$ cat src/rtl/de_stage_if.sv
// ID->EX stage bundle: load/bubble controls, decoded ID fields in, registered E fields out.
interface de_stage_if #(
    parameter int DW     = 32,
    parameter int TNEW_W = 2
);
    logic              en;
    logic              clr;
    logic [DW-1:0]     d_instr;
    logic [DW-1:0]     d_pc;
    logic [DW-1:0]     d_rs_data;
    logic [DW-1:0]     d_rt_data;
    logic [DW-1:0]     d_imm;
    logic [4:0]        d_write_reg;
    logic              d_reg_write_en;
    logic [TNEW_W-1:0] d_tnew;
    logic [DW-1:0]     e_instr;
    logic [DW-1:0]     e_pc;
    logic [DW-1:0]     e_rs_data;
    logic [DW-1:0]     e_rt_data;
    logic [DW-1:0]     e_imm;
    logic [4:0]        e_write_reg;
    logic              e_reg_write_en;
    logic [TNEW_W-1:0] e_tnew;
    logic              e_valid;

    modport master (
        output en, clr, d_instr, d_pc, d_rs_data, d_rt_data, d_imm,
               d_write_reg, d_reg_write_en, d_tnew,
        input  e_instr, e_pc, e_rs_data, e_rt_data, e_imm,
               e_write_reg, e_reg_write_en, e_tnew, e_valid
    );

    modport slave (
        input  en, clr, d_instr, d_pc, d_rs_data, d_rt_data, d_imm,
               d_write_reg, d_reg_write_en, d_tnew,
        output e_instr, e_pc, e_rs_data, e_rt_data, e_imm,
               e_write_reg, e_reg_write_en, e_tnew, e_valid
    );
endinterface

$ cat src/rtl/de_stage_reg.sv
// ID->EX pipeline register: load, bubble on clr, hold with T_new ripening.
// Optional bubble counter enabled by defining DE_BUBBLE_CNT_EN.
module de_stage_reg #(
    parameter int DW     = 32,
    parameter int TNEW_W = 2,
    parameter int CNT_W  = 16
) (
    input  logic             clk,
    input  logic             rst_n,
    de_stage_if.slave        bus,
    output logic [CNT_W-1:0] bubble_cnt
);
    localparam logic [DW-1:0] RST_PC = DW'(32'h0000_3000);

    logic [DW-1:0]     instr_q;
    logic [DW-1:0]     pc_q;
    logic [DW-1:0]     rs_q;
    logic [DW-1:0]     rt_q;
    logic [DW-1:0]     imm_q;
    logic [4:0]        wr_q;
    logic              rwe_q;
    logic [TNEW_W-1:0] tnew_q;
    logic              valid_q;

    always_ff @(posedge clk or negedge rst_n) begin
        if (!rst_n) begin
            instr_q <= '0;
            pc_q    <= RST_PC;
            rs_q    <= '0;
            rt_q    <= '0;
            imm_q   <= '0;
            wr_q    <= '0;
            rwe_q   <= 1'b0;
            tnew_q  <= '0;
            valid_q <= 1'b0;
        end else if (bus.clr) begin
            // bubble keeps the PC so exception/branch logic still sees an address
            instr_q <= '0;
            pc_q    <= bus.d_pc;
            rs_q    <= '0;
            rt_q    <= '0;
            imm_q   <= '0;
            wr_q    <= '0;
            rwe_q   <= 1'b0;
            tnew_q  <= '0;
            valid_q <= 1'b0;
        end else if (bus.en) begin
            instr_q <= bus.d_instr;
            pc_q    <= bus.d_pc;
            rs_q    <= bus.d_rs_data;
            rt_q    <= bus.d_rt_data;
            imm_q   <= bus.d_imm;
            wr_q    <= bus.d_write_reg;
            rwe_q   <= bus.d_reg_write_en && (bus.d_write_reg != 5'd0);
            tnew_q  <= bus.d_tnew;
            valid_q <= 1'b1;
        end else if (tnew_q != '0) begin
            tnew_q  <= tnew_q - TNEW_W'(1);
        end
    end

    assign bus.e_instr        = instr_q;
    assign bus.e_pc           = pc_q;
    assign bus.e_rs_data      = rs_q;
    assign bus.e_rt_data      = rt_q;
    assign bus.e_imm          = imm_q;
    assign bus.e_write_reg    = wr_q;
    assign bus.e_reg_write_en = rwe_q;
    assign bus.e_tnew         = tnew_q;
    assign bus.e_valid        = valid_q;

`ifdef DE_BUBBLE_CNT_EN
    logic [CNT_W-1:0] cnt_q;

    always_ff @(posedge clk or negedge rst_n) begin
        if (!rst_n)       cnt_q <= '0;
        else if (bus.clr) cnt_q <= cnt_q + CNT_W'(1);
    end

    assign bubble_cnt = cnt_q;
`else
    assign bubble_cnt = '0;
`endif
endmodule

$ cat src/flat_wrapper.sv
// flat-port wrapper written by rule: the top's interface ports become plain ports
module de_stage_reg_flat 
#(
    parameter int DW     = 32,
    parameter int TNEW_W = 2,
    parameter int CNT_W  = 16
)
  (clk, rst_n, bubble_cnt, bus_en, bus_clr, bus_d_instr, bus_d_pc, bus_d_rs_data, bus_d_rt_data, bus_d_imm, bus_d_write_reg, bus_d_reg_write_en, bus_d_tnew, bus_e_instr, bus_e_pc, bus_e_rs_data, bus_e_rt_data, bus_e_imm, bus_e_write_reg, bus_e_reg_write_en, bus_e_tnew, bus_e_valid);
  de_stage_if #(.DW(DW), .TNEW_W(TNEW_W)) bus_i ();
  input  logic clk;
  input  logic rst_n;
  output logic [CNT_W-1:0] bubble_cnt;
  input wire logic [$bits(bus_i.en)-1:0] bus_en;
  input wire logic [$bits(bus_i.clr)-1:0] bus_clr;
  input wire logic [$bits(bus_i.d_instr)-1:0] bus_d_instr;
  input wire logic [$bits(bus_i.d_pc)-1:0] bus_d_pc;
  input wire logic [$bits(bus_i.d_rs_data)-1:0] bus_d_rs_data;
  input wire logic [$bits(bus_i.d_rt_data)-1:0] bus_d_rt_data;
  input wire logic [$bits(bus_i.d_imm)-1:0] bus_d_imm;
  input wire logic [$bits(bus_i.d_write_reg)-1:0] bus_d_write_reg;
  input wire logic [$bits(bus_i.d_reg_write_en)-1:0] bus_d_reg_write_en;
  input wire logic [$bits(bus_i.d_tnew)-1:0] bus_d_tnew;
  output wire logic [$bits(bus_i.e_instr)-1:0] bus_e_instr;
  output wire logic [$bits(bus_i.e_pc)-1:0] bus_e_pc;
  output wire logic [$bits(bus_i.e_rs_data)-1:0] bus_e_rs_data;
  output wire logic [$bits(bus_i.e_rt_data)-1:0] bus_e_rt_data;
  output wire logic [$bits(bus_i.e_imm)-1:0] bus_e_imm;
  output wire logic [$bits(bus_i.e_write_reg)-1:0] bus_e_write_reg;
  output wire logic [$bits(bus_i.e_reg_write_en)-1:0] bus_e_reg_write_en;
  output wire logic [$bits(bus_i.e_tnew)-1:0] bus_e_tnew;
  output wire logic [$bits(bus_i.e_valid)-1:0] bus_e_valid;
  assign bus_i.en = bus_en;
  assign bus_i.clr = bus_clr;
  assign bus_i.d_instr = bus_d_instr;
  assign bus_i.d_pc = bus_d_pc;
  assign bus_i.d_rs_data = bus_d_rs_data;
  assign bus_i.d_rt_data = bus_d_rt_data;
  assign bus_i.d_imm = bus_d_imm;
  assign bus_i.d_write_reg = bus_d_write_reg;
  assign bus_i.d_reg_write_en = bus_d_reg_write_en;
  assign bus_i.d_tnew = bus_d_tnew;
  assign bus_e_instr = bus_i.e_instr;
  assign bus_e_pc = bus_i.e_pc;
  assign bus_e_rs_data = bus_i.e_rs_data;
  assign bus_e_rt_data = bus_i.e_rt_data;
  assign bus_e_imm = bus_i.e_imm;
  assign bus_e_write_reg = bus_i.e_write_reg;
  assign bus_e_reg_write_en = bus_i.e_reg_write_en;
  assign bus_e_tnew = bus_i.e_tnew;
  assign bus_e_valid = bus_i.e_valid;
  de_stage_reg #(.DW(DW), .TNEW_W(TNEW_W), .CNT_W(CNT_W)) u_core (.clk(clk), .rst_n(rst_n), .bus(bus_i), .bubble_cnt(bubble_cnt));
endmodule
$ cat config.mk
export PLATFORM = sky130hd
export DESIGN_NAME = de_stage_reg_flat
export DESIGN_NICKNAME = d
export VERILOG_FILES = /design/src/rtl/de_stage_if.sv /design/src/rtl/de_stage_reg.sv /design/src/flat_wrapper.sv
export SDC_FILE = /design/constraint.sdc
export NUM_CORES = 1
export LEC_CHECK = 0
export CORE_MARGIN = 2
export CORE_UTILIZATION = 25
export DETAILED_ROUTE_END_ITERATION = 16
export PLACE_DENSITY = 0.54
export SYNTH_ARGS = -nofsm -noshare
export SYNTH_HDL_FRONTEND = slang
export SYNTH_SLANG_ARGS = --single-unit
$ cat constraint.sdc
create_clock -name clk -period 1.7 [get_ports clk]
set_clock_uncertainty 0.05 [all_clocks]
set_input_delay 0.17 -clock clk [delete_from_list [all_inputs] [get_ports clk]]
set_output_delay 0.17 -clock clk [all_outputs]
set_load 0.01 [all_outputs]
==> results.rst, run 1 <==
.. list-table::
   :header-rows: 1

   * - Metric
     - Value
   * - Classification of the worst setup path
     - flip-flop to output port
   * - Final period utilization
     - 0.934
   * - Areal power density over the cells
     - 891 mW/mm2
   * - Die outline area
     - 0.0292 mm2
   * - Number of buffers created by CTS
     - 17
   * - Standard cell core area
     - 0.0276 mm2
   * - Number of buffer and inverter stages on the critical path
     - 1
   * - Shortest period the worst path allows
     - 1590 ps
   * - Leakage dissipation
     - 5.13 nW
   * - DRC violation count after routing
     - 0
   * - Final core utilization
     - 0.409
   * - Wire length per cell
     - 16.1 um
   * - CTS Root Cell
     - clkbuf_16
   * - Mapped Area
     - 0.00697 mm2
   * - Height of the chip
     - 171 um
   * - Number of antenna-violating nets in the routed design
     - 0
   * - CP max stage cell
     - clkdlybuf4s50_1
   * - Worst stage delay on the critical path
     - 580 ps
   * - Post-Synthesis Cells
     - 535
   * - Commonest non-fill, non-tap cells in the layout
     - clkdlybuf4s50_1 (335), dfrtp_1 (167), nor2_1 (136), mux2i_1 (134), mux2_2 (30)
   * - Sequential share of the synthesized area
     - 0.607
   * - Detailed-routing iteration count for the pre-antenna-repair pass
     - 4
   * - Ys Warns
     - 0
   * - Skew-Pair Late Insertion Delay
     - 410 ps
   * - Arrival time of data at the critical path endpoint
     - 1370 ps
   * - Worst Tran Pin Value
     - 728 ps
   * - Count of standard-cell rows
     - 61
   * - Detailed-route via count
     - 5145
   * - Worst flop-to-flop path startpoint
     - u_core.bus.e_tnew[0]
   * - Outcome
     - completed
   * - Number of max-cap violations
     - 0
   * - H-tree Lvls
     - 4
   * - Overall Global Routing Usage
     - 0.137
   * - Unrepaired setup endpoints after global routing
     - no
   * - Post-CTS setup buffer count
     - 0
   * - Highest attainable clock frequency
     - 630 MHz
   * - Critical path cell sequence
     - clkdlybuf4s50_1
   * - Data required, critical path
     - 1480 ps
   * - Die Wd
     - 171 um
   * - Avg Inst Size Synth
     - 13.0 um2
   * - Pin count of the biggest net entering global routing
     - 138
   * - Share of layout cells above drive strength 1
     - 0.0955
   * - Post-synthesis sequential element count
     - 169
   * - Total I/O pin count
     - 357
   * - Via count of the first global-routing pass
     - 5283
   * - Kind of path behind the tightest hold check
     - primary input to flip-flop
   * - Final Wtd Congestion
     - 0.697
   * - Clock tree from TritonCTS
     - done
   * - Final max-slew violation count
     - 0
   * - Largest buffer count on any clock path
     - 2
   * - Startpoint of the worst setup timing path
     - u_core.bus.e_tnew[0]
   * - Post-Route WL
     - 20.5 mm
   * - Buffers added on ports
     - 340
   * - Initial standard-cell utilization of the core
     - 0.252
   * - Detailed placement HPWL
     - 14.4 mm
   * - Layout overhead on the synthesized area
     - 62.2%
   * - NumNets Final
     - 1050
   * - Largest delay contributor family on the critical path
     - buffers and inverters
   * - Critical Path Start Type
     - flip-flop
   * - Max FO, Critical Path
     - 3
   * - Per-cell via count in the routed design
     - 4.06
   * - Placed Instances
     - 1235
   * - Congestion Overflow GR
     - 0
   * - Most common library cell in the layout ignoring fill and taps
     - clkdlybuf4s50_1
   * - Critical hold path startpoint
     - bus_en
   * - First-pass GRT wire length
     - 30.9 mm
   * - Setup Viol. Count Final
     - 0
   * - Max_slew headroom
     - 0.514
   * - Clk sink count
     - 169
   * - CTS clk-pin slew, worst paths
     - 70 ps
   * - Setup crit end kind
     - output port
   * - Iter 0 DRT Violations
     - 251
   * - Number of distinct library cells after synthesis
     - 24
   * - Initial antenna violation count
     - 0
   * - Largest vdd supply drop
     - 0.000600 V
   * - Final hold violation count
     - 0
   * - Antenna Cells
     - 0
   * - Final standard cell count with taps included and fillers excluded
     - 1268
## per-layer routing
| layer | global-route usage | part of all wire | up-vias | wire length (um) |
|---|---|---|---|---|
| li1 | - | - | 2440 | - |
| met1 | 0.175 | 0.43 | 2446 | 8890 |
| met5 | 0 | 0 | - | 0 |
| met3 | 0.0597 | 0.11 | 13 | 2200 |
| met2 | 0.215 | 0.45 | 246 | 9160 |
| met4 | 0.0335 | 0.010 | 0 | 211 |
## kinds of logic after synthesis
group                    share of synthesized area
flip-flops                                   0.607
XOR/XNOR                                   0.00126
adder cells (fa/ha/maj)                    0.00179
buffers and inverters                       0.0623
AO/OA/AOI/OAI                              0.00449
AND/OR/NAND/NOR                             0.0788
multiplexers                                 0.244
other                                     0.000538
## Yosys cell counts, drive strengths merged
library cell,count,area share
o211ai,1,0.0018
buf,42,0.057
dfstp,2,0.0075
nand2b,1,0.00090
dfrtp,167,0.60
ha,1,0.0018
clkbuf,8,0.0043
xnor2,1,0.0013
conb,1,0.00054
nor2,137,0.075
mux2,32,0.052
nor2b,1,0.00090
a211o,1,0.0013
a21oi,2,0.0014
nand2,1,0.00054
mux2i,134,0.19
or4,1,0.0016
inv,2,0.0011
## report_power, final
part	switching [W]	internal, W
Combinational	0.000720	0.00107
Clock	0.00177	0.00212
Sequential	0.000129	0.00427
Total	0.00262	0.00745
## area by class of cell
type	count	area [um2]
clock buffer	20	447
clock inverter	12	131
fill	2676	16300
inverter	2	7.51
multi-input combinational	329	2360
sequential	169	4230
tap	378	473
timing repair buffer	358	3650
## final timing paths
path                                             to  slack [ps]  cells after the start
hold reg to reg                  u_core.bus.e_pc[5]         440                      1
setup / recovery                      bus_e_tnew[0]         110                      1
hold / removal                 u_core.bus.e_imm[13]          50                      3
setup reg to reg               u_core.bus.e_tnew[1]         350                      5
min in group asynchronous    u_core.bus.e_instr[14]         120                      2
max in group asynchronous  u_core.bus.e_rt_data[15]         750                      3
## through the flow
step / total power (W) / hold WS (ps) / worst slack (ps) / setup TNS [ps] / area [um2]
6_report: 0.0101 / 54.4 / 112 / 0 / 11300
5_1_grt: 0.0106 / 39.4 / 30.6 / 0 / 11300
4_1_cts: 0.0103 / 31.7 / 58.2 / 0 / 11300
3_5_place_dp: 0.00630 / -7.00 / -19.4 / -19.4 / 10700
3_3_place_gp: 0.00628 / -8.37 / -12.2 / -12.2 / 10700
2_1_floorplan: 0.00518 / -176 / 357 / 0 / 7030
## repair_timing
item | CTS | global route
hold buffers | 1 | 0
setup endpoints to repair | 2 | 0
resized for setup | 2 | 0
hold endpoints to repair | 167 | 0
Note: power is estimated with default switching activity, not from simulation.
==> inputs of run 2 (changes only) <==
--- a/config.mk
+++ b/config.mk
@@ -5,10 +5,10 @@
 export SDC_FILE = /design/constraint.sdc
 export NUM_CORES = 1
 export LEC_CHECK = 0
-export CORE_MARGIN = 2
-export CORE_UTILIZATION = 25
+export CORE_AREA = 2 2 139 141
 export DETAILED_ROUTE_END_ITERATION = 16
-export PLACE_DENSITY = 0.54
+export DIE_AREA = 0 0 141 143
+export PLACE_DENSITY = 0.75
 export SYNTH_ARGS = -nofsm -noshare
 export SYNTH_HDL_FRONTEND = slang
 export SYNTH_SLANG_ARGS = --single-unit
==> constraint.sdc (replaced) <==
create_clock -name clk -period 1.5 [get_ports clk]
set_clock_uncertainty 0.05 [all_clocks]
set_input_delay 0.15 -clock clk [delete_from_list [all_inputs] [get_ports clk]]
set_output_delay 0.15 -clock clk [all_outputs]
set_load 0.01 [all_outputs]
==> results.rst, run 2 (synthesis gave the netlist of run 1 again) <==
.. list-table::
   :header-rows: 1

   * - Metric
     - Value
   * - Outcome
     - completed
   * - Kind of path behind the tightest hold check
     - primary input to async pin
   * - H-tree Lvls
     - 4
   * - Placed Instances
     - 1093
   * - Detailed placement HPWL
     - 13.7 mm
   * - Congestion Overflow GR
     - 0
   * - First-pass GRT wire length
     - 29.4 mm
   * - Classification of the worst setup path
     - flip-flop to output port
   * - Areal power density over the cells
     - 1030 mW/mm2
   * - Leakage dissipation
     - 5.71 nW
   * - Largest buffer count on any clock path
     - 2
   * - Setup Viol. Count Final
     - 0
   * - Overall Global Routing Usage
     - 0.188
   * - DRC violation count after routing
     - 0
   * - Number of buffers created by CTS
     - 17
   * - Detailed-route via count
     - 5173
   * - Global-route met3 utilization
     - 0.0738
   * - Largest vdd supply drop
     - 0.000701 V
   * - Count of standard-cell rows
     - 50
   * - CTS clk-pin slew, worst paths
     - 70 ps
   * - Post-Route WL
     - 18.8 mm
   * - Skew-Pair Late Insertion Delay
     - 410 ps
   * - Critical Path Start Type
     - flip-flop
   * - Clock tree from TritonCTS
     - done
   * - Shortest period the worst path allows
     - 1410 ps
   * - Max FO, Critical Path
     - 2
   * - Final max-slew violation count
     - 0
   * - Initial antenna violation count
     - 0
   * - Worst flop-to-flop path startpoint
     - u_core.bus.e_tnew[0]
   * - Number of buffer and inverter stages on the critical path
     - 1
   * - Share of layout cells above drive strength 1
     - 0.0997
   * - Final period utilization
     - 0.942
   * - Final Wtd Congestion
     - 0.783
   * - Layout overhead on the synthesized area
     - 57.6%
   * - Die Wd
     - 141 um
   * - Height of the chip
     - 143 um
   * - Largest delay contributor family on the critical path
     - flip-flops
   * - Unrepaired setup endpoints after global routing
     - no
   * - Per-cell via count in the routed design
     - 4.59
   * - Worst Tran Pin Value
     - 740 ps
   * - Final hold violation count
     - 0
   * - Antenna Cells
     - 0
   * - Initial standard-cell utilization of the core
     - 0.375
   * - Number of max-cap violations
     - 0
   * - Clk sink count
     - 169
   * - Final standard cell count with taps included and fillers excluded
     - 1127
   * - Arrival time of data at the critical path endpoint
     - 1210 ps
   * - Standard cell core area
     - 0.0186 mm2
   * - Buffers added on ports
     - 340
   * - Layer with the highest usage
     - met2
   * - Final worst hold slack
     - 137 ps
   * - Startpoint of the worst setup timing path
     - u_core.bus.e_pc[12]
   * - Global routing met2 resource utilization
     - 0.312
   * - Die outline area
     - 0.0202 mm2
   * - Total I/O pin count
     - 357
   * - CP max stage cell
     - dfstp_2
   * - Iter 0 DRT Violations
     - 170
   * - Setup crit end kind
     - output port
   * - Post-CTS setup buffer count
     - 0
   * - Critical path cell sequence
     - dlygate4sd2_1
   * - Max_slew headroom
     - 0.506
   * - Via count of the first global-routing pass
     - 5490
   * - Total negative setup slack
     - 0 ps
   * - Detailed-routing iteration count for the pre-antenna-repair pass
     - 4
   * - Wire length per cell
     - 16.7 um
   * - Worst stage delay on the critical path
     - 520 ps
   * - Pin count of the biggest net entering global routing
     - 138
   * - Highest attainable clock frequency
     - 708 MHz
   * - Commonest non-fill, non-tap cells in the layout
     - dlygate4sd2_1 (169), clkdlybuf4s50_1 (168), dfrtp_1 (167), nor2_1 (136), mux2i_1 (134)
   * - Most common library cell in the layout ignoring fill and taps
     - dlygate4sd2_1
   * - Data required, critical path
     - 1300 ps
   * - NumNets Final
     - 1053
   * - Number of antenna-violating nets in the routed design
     - 0
   * - Met1 usage in global routing
     - 0.219
   * - CTS Root Cell
     - clkbuf_16
==> run 2: through the flow <==
stage          total power [W]  instance area, um2  setup WS [ps]  utilization
5_1_grt                 0.0119               11000           36.4        0.591
2_1_floorplan          0.00587                7030            157            -
6_report                0.0113               11000           86.7        0.591
3_3_place_gp           0.00708               10600          -49.5        0.569
3_5_place_dp           0.00712               10600          -77.5        0.569
4_1_cts                 0.0115               11000           50.9        0.591
==> run 2: layout make-up <==
cell class / instances / area [um2]
Clock inverter: 13 / 159
Timing Repair Buffer: 361 / 3480
Fill cell: 1600 / 7590
Multi-Input combinational cell: 329 / 2360
Sequential cell: 169 / 4230
Clock buffer: 19 / 453
Inverter: 2 / 7.51
Tap cell: 234 / 293
==> run 2: what timing repair did <==
action / 4_1_cts / 5_1_grt
gates resized for setup: 169 / 0
hold endpoints to repair: 168 / 0
endpoints found under the setup margin: 169 / 0
hold buffers: 2 / 0
==> run 2: routing by layer <==
metal / share of wire / wire, um
met1: 0.39 / 7400
met2: 0.48 / 9050
met3: 0.097 / 1830
met4: 0.026 / 494
met5: 0 / 0
==> run 2: worst reg2reg max path: cells and delay by family, from the launching register on <==
kind,cells,cell delay (ps)
DFF,1,370
and+or+nand+nor,1,130
adders and majority gates,1,270
buffers and inverters,1,50
AOI/OAI and AO/OA,2,390
==> run 2: where the power goes <==
part / switching, W / leakage (nW) / total, W / internal, W
Clock: 0.00194 / 0.300 / 0.00454 / 0.00260
Combinational: 0.000800 / 3.23 / 0.00182 / 0.00102
Sequential: 0.000137 / 2.19 / 0.00498 / 0.00484
==> run 2: worst paths after layout <==
path / to / slack [ps] / cells past startpoint
worst min-delay path: u_core.bus.e_rs_data[15] / 140 / 2
worst max-delay path: bus_e_pc[12] / 90 / 1
max in group asynchronous: u_core.bus.e_pc[12] / 650 / 3
worst min register to register: u_core.bus.e_pc[6] / 440 / 1
worst max register to register: u_core.bus.e_tnew[1] / 160 / 5
min in group clk: u_core.bus.e_instr[31] / 220 / 3
